File: src/rtl/fetch_fifo.sv
// ============================================================================
// Module   : fetch_fifo
// Brief    : Circular-buffer FIFO between the I-cache and the instruction realigner
// Revision : 1.0
// ============================================================================
`default_nettype none

package fetch_fifo_pkg;
   typedef struct packed {
      logic [31:0] address;
      logic [31:0] instruction;
      logic        branch_predict;
      logic [1:0]  branch_taken;
      logic        page_fault;
   } frontend_fetch_t;
endpackage

module fetch_fifo
   import fetch_fifo_pkg::*;
#(
   parameter int DEPTH = 8
) (
   input  logic                     clk_i,
   input  logic                     rst_i,
   input  logic                     flush_i,
   input  logic                     in_valid_i,
   output logic                     in_ready_o,
   input  frontend_fetch_t          in_entry_i,
   output frontend_fetch_t          fetch_entry_o,
   output logic                     fetch_entry_valid_o,
   input  logic                     fetch_ack_i,
   output logic [$clog2(DEPTH):0]   usage_o
);

   localparam int PTR_W = $clog2(DEPTH);
   localparam int CNT_W = PTR_W + 1;
   localparam logic [CNT_W-1:0] FULL_COUNT = CNT_W'(DEPTH);

   frontend_fetch_t  storage [DEPTH];
   logic [PTR_W-1:0] rd_ptr;
   logic [PTR_W-1:0] wr_ptr;
   logic [CNT_W-1:0] usage;
   logic             push;
   logic             pop;

   // Ready and valid depend only on the occupancy register, never on ack.
   assign in_ready_o          = (usage != FULL_COUNT);
   assign fetch_entry_valid_o = (usage != '0);
   assign fetch_entry_o       = storage[rd_ptr];
   assign usage_o             = usage;

   assign push = in_valid_i  && in_ready_o          && !flush_i;
   assign pop  = fetch_ack_i && fetch_entry_valid_o && !flush_i;

   always_ff @(posedge clk_i or posedge rst_i) begin
      if (rst_i) begin
         rd_ptr <= '0;
         wr_ptr <= '0;
         usage  <= '0;
      end else if (flush_i) begin
         rd_ptr <= '0;
         wr_ptr <= '0;
         usage  <= '0;
      end else begin
         if (push) begin
            wr_ptr <= wr_ptr + 1'b1;
         end
         if (pop) begin
            rd_ptr <= rd_ptr + 1'b1;
         end
         case ({push, pop})
            2'b10:   usage <= usage + 1'b1;
            2'b01:   usage <= usage - 1'b1;
            default: usage <= usage;
         endcase
      end
   end

   // Payload registers carry no reset; validity is tracked by the counter alone.
   always_ff @(posedge clk_i) begin
      if (push) begin
         storage[wr_ptr] <= in_entry_i;
      end
   end

endmodule

`default_nettype wire

File: config.mk
export PLATFORM = sky130hd
export DESIGN_NAME = fetch_fifo
export DESIGN_NICKNAME = d
export VERILOG_FILES = /design/src/rtl/fetch_fifo.sv
export SDC_FILE = /design/constraint.sdc
export NUM_CORES = 1
export LEC_CHECK = 0
export BUFFER_PORTS_ARGS = -buffer_cell sky130_fd_sc_hd__buf_2
export CORE_ASPECT_RATIO = 0.6
export CORE_MARGIN = 2
export CORE_UTILIZATION = 40
export DETAILED_ROUTE_END_ITERATION = 7
export PLACE_DENSITY = 0.66
export SLEW_MARGIN = 10
export SYNTH_ARGS = -nofsm -noshare
export SYNTH_HDL_FRONTEND = slang
export SYNTH_SLANG_ARGS = --single-unit
File: constraint.sdc
create_clock -name clk_i -period 17.17 [get_ports clk_i]
set_clock_uncertainty 0.05 [all_clocks]
set_input_delay 0.8585 -clock clk_i [delete_from_list [all_inputs] [get_ports clk_i]]
set_output_delay 0.8585 -clock clk_i [all_outputs]
set_load 0.01 [all_outputs]
==> impl_metrics.toml <==
[pwr]
irDropWorstVdd_mv = 0.0630
seq_power_share_pct = 50.0
p_leak_nw = 7.62
comb_power_share_pct = 16.3
internal_power_mw = 2.38
p_per_area_nw_per_um2 = 130
swShare_pct = 24.4
pwr-share-clk_pct = 33.7
p_sw_uw = 766

[drt]
detail_route.vias_per_cell = 5.20
drc = 0
drt_iter0_drc = 663
ant_nets = 0
firstDrtPassIters = 4
wl_per_cell_um = 23.1
wirelength_mm = 41.1
num_vias = 9257

[grt]
antenna_found_initial = 5
grt_use_total_pct = 15.1
grt_pass1_wl_mm = 62.0
grt-ovfl-total = 0
grt_pass1_vias = 9701
grt_start_max_net_pins = 57

[sta]
tightest_slew_ns = 1.05
hold_viol_final = 0
maxSlewHeadroom_pct = 30.1
min_period_over_period_pct = 31.1
period_needed_ns = 5.34
slew_violations = 0
rsz0062_at_grt = "no"
finalSetupViolCount = 0
clock.fmax_mhz = 187
hold-worst-slack_ns = 0.215
finalSetupTns_ns = 0

[placed_design]
place.gp.congestion = 0.730
port_buffers = 146
place.detailed.hpwl_mm = 21.9

[logic_synthesis]
synth_cells = 861
syn_avg_cell_area_sq_um = 24.5
ys_warn_count = 0
synth_edf_count = 544
async_flop_share_pct = 1.81
ys_seq_area_share_pct = 78.7
synth_seq_cells = 554
synth_ff_type = "edfxtp_1"
synth_area_sq_um = 21100
synth_cell_types = 38
synth_nets = 939

[clock_tree]
cts_root_buf = "clkbuf_16"
post-cts-setup-buffer-count = 0
numCtsBuffers = 51
clk_latency_ns = 0.57
htreeDepth = 2
ctsHoldBuffers = 0
clock_sinks = 554
path_clk_slew_ns = 0.06
cts_tree = "done"
cts_buffer_depth = 3
cts_resized = 0

[floorplanning]
std_cell_rows = 65
die_w_um = 300
core_area_sq_um = 52300
io_pins = 147
initial_utilization_pct = 40.3
die_area_sq_um = 54600
die_height_um = 182

[setup_path]
r2r-start = "usage_o[1]"
crit_arrival_ns = 4.43
cp_max_fo = 52
regToRegSetupSlack_ns = 13.83
required_ns = 16.26
cp-start-kind = "flop"
worstSetupPathType = "reg2out"
crit_start = "rd_ptr[0]"
worstSetupEndpointType = "output port"

[layout]
drive_above_1_share_pct = 41.9
utilization_pct = 46.4
fin_nets = 1114
area_growth_syn_to_layout_pct = 15.1

[run_status]
status = "finished, final reports clean"

[hold_path]
holdCritPathClass = "in2async"

[flow_run]
max-cap-violations = 0
-- layout make-up --
cell class                      instances  area, sq um
Timing Repair Buffer                  165          873
Sequential cell                       554        16600
Antenna cell                            1         2.50
Multi-Input combinational cell        263         4340
Clock inverter                         33          243
Inverter                                1         3.75
Tap cell                              703          880
Clock buffer                           61         1310
Fill cell                            4296        28000
-- flip-flops by register name, summed over array words and instances, names as in the netlist --
signal	cells
rd_ptr	3
storage	544
usage_o	4
wr_ptr	3
-- per-layer routing --
metal	track usage, %	routed length, um
met2	24.0	19600
met5	0	18
met1	21.9	18800
met4	3.12	653
met3	3.07	2040
-- cells in the mapped netlist, types with 2 or more instances --
cell | count | area (sq um)
a211oi_1 | 2 | 15.0
a21oi_1 | 3 | 15.0
buf_1 | 2 | 7.51
buf_2 | 17 | 85.1
buf_6 | 2 | 22.5
clkbuf_1 | 22 | 82.6
dfrtp_1 | 10 | 250
edfxtp_1 | 544 | 16300
ha_1 | 4 | 50.1
mux2_2 | 68 | 766
mux2i_1 | 4 | 40.0
mux4_2 | 136 | 3060
nand2_1 | 3 | 11.3
nand3_1 | 3 | 15.0
nor2_1 | 10 | 37.5
nor4_1 | 3 | 18.8
nor4b_1 | 4 | 35.0
xnor2_1 | 3 | 26.3
xor2_1 | 2 | 17.5
-- cell usage in the layout (no fill, tap or decap), types with 2 or more instances in the layout --
| cell | netlist | final |
|---|---|---|
| dfrtp_1 | 10 | 7 |
| ha_1 | 4 | 4 |
| nand3_1 | 3 | 3 |
| nand2_1 | 3 | 3 |
| clkinv_2 | 0 | 6 |
| dfrtp_4 | 0 | 3 |
| nor4b_2 | 0 | 4 |
| clkbuf_16 | 0 | 51 |
| edfxtp_1 | 544 | 544 |
| mux2i_1 | 4 | 4 |
| mux4_2 | 136 | 136 |
| a211oi_1 | 2 | 2 |
| nor2_1 | 10 | 8 |
| clkbuf_1 | 22 | 10 |
| inv_16 | 0 | 2 |
| nor4_2 | 0 | 2 |
| clkinv_1 | 0 | 17 |
| xor2_1 | 2 | 2 |
| buf_2 | 17 | 146 |
| a21oi_1 | 3 | 3 |
| bufinv_16 | 0 | 2 |
| xnor2_1 | 3 | 3 |
| inv_6 | 0 | 3 |
| buf_4 | 0 | 19 |
| mux2_2 | 68 | 68 |
| clkinvlp_4 | 0 | 3 |
| nor2_4 | 0 | 2 |
-- worst max-delay path, stage by stage, from the launching register on --
cell and delay, ns:
dfrtp_4 0.94, buf_4 0.88, buf_4 0.92, mux4_2 0.60, mux2_2 0.30, buf_2 0.15
-- power by group through the flow --
stage	logic [mW]	registers, mW	clock network [mW]
after global placement	0.521	1.60	0
final	0.514	1.57	1.06
after CTS	0.527	1.57	1.09
after floorplan	0.383	1.58	0
after global routing	0.559	1.58	1.15
after detailed placement	0.525	1.60	0
-- stage by stage --
| step | worst slack, ns | area [sq um] | std cells | total power [mW] |
|---|---|---|---|---|
| CTS | 11.60 | 24300 | 1780 | 3.19 |
| detailed placement | 12.23 | 22700 | 1686 | 2.13 |
| global placement | 12.25 | 22700 | 1686 | 2.12 |
| floorplan | 8.11 | 21100 | 861 | 1.96 |
| finish | 11.83 | 24300 | 1781 | 3.14 |
| global route | 11.34 | 24300 | 1780 | 3.29 |
-- kinds of logic after synthesis --
logic type | after synthesis | share of synthesized area [%]
compound gates | 11 | 0.499
xor+xnor | 5 | 0.208
fa+ha+maj | 5 | 0.332
buf+inv | 44 | 0.956
flops | 554 | 78.7
mux | 208 | 18.4
simple gates | 34 | 0.950
-- worst paths after layout --
path,to,depth (start not counted)
max in group asynchronous,rd_ptr[1],2
max reg2reg,storage[6][56],5
min reg2reg,wr_ptr[0],2
min,usage_o[1],2
min in group clk_i,storage[2][22],1
max,fetch_entry_o[44],5
No activity file was read; power rests on OpenSTA's default activity.
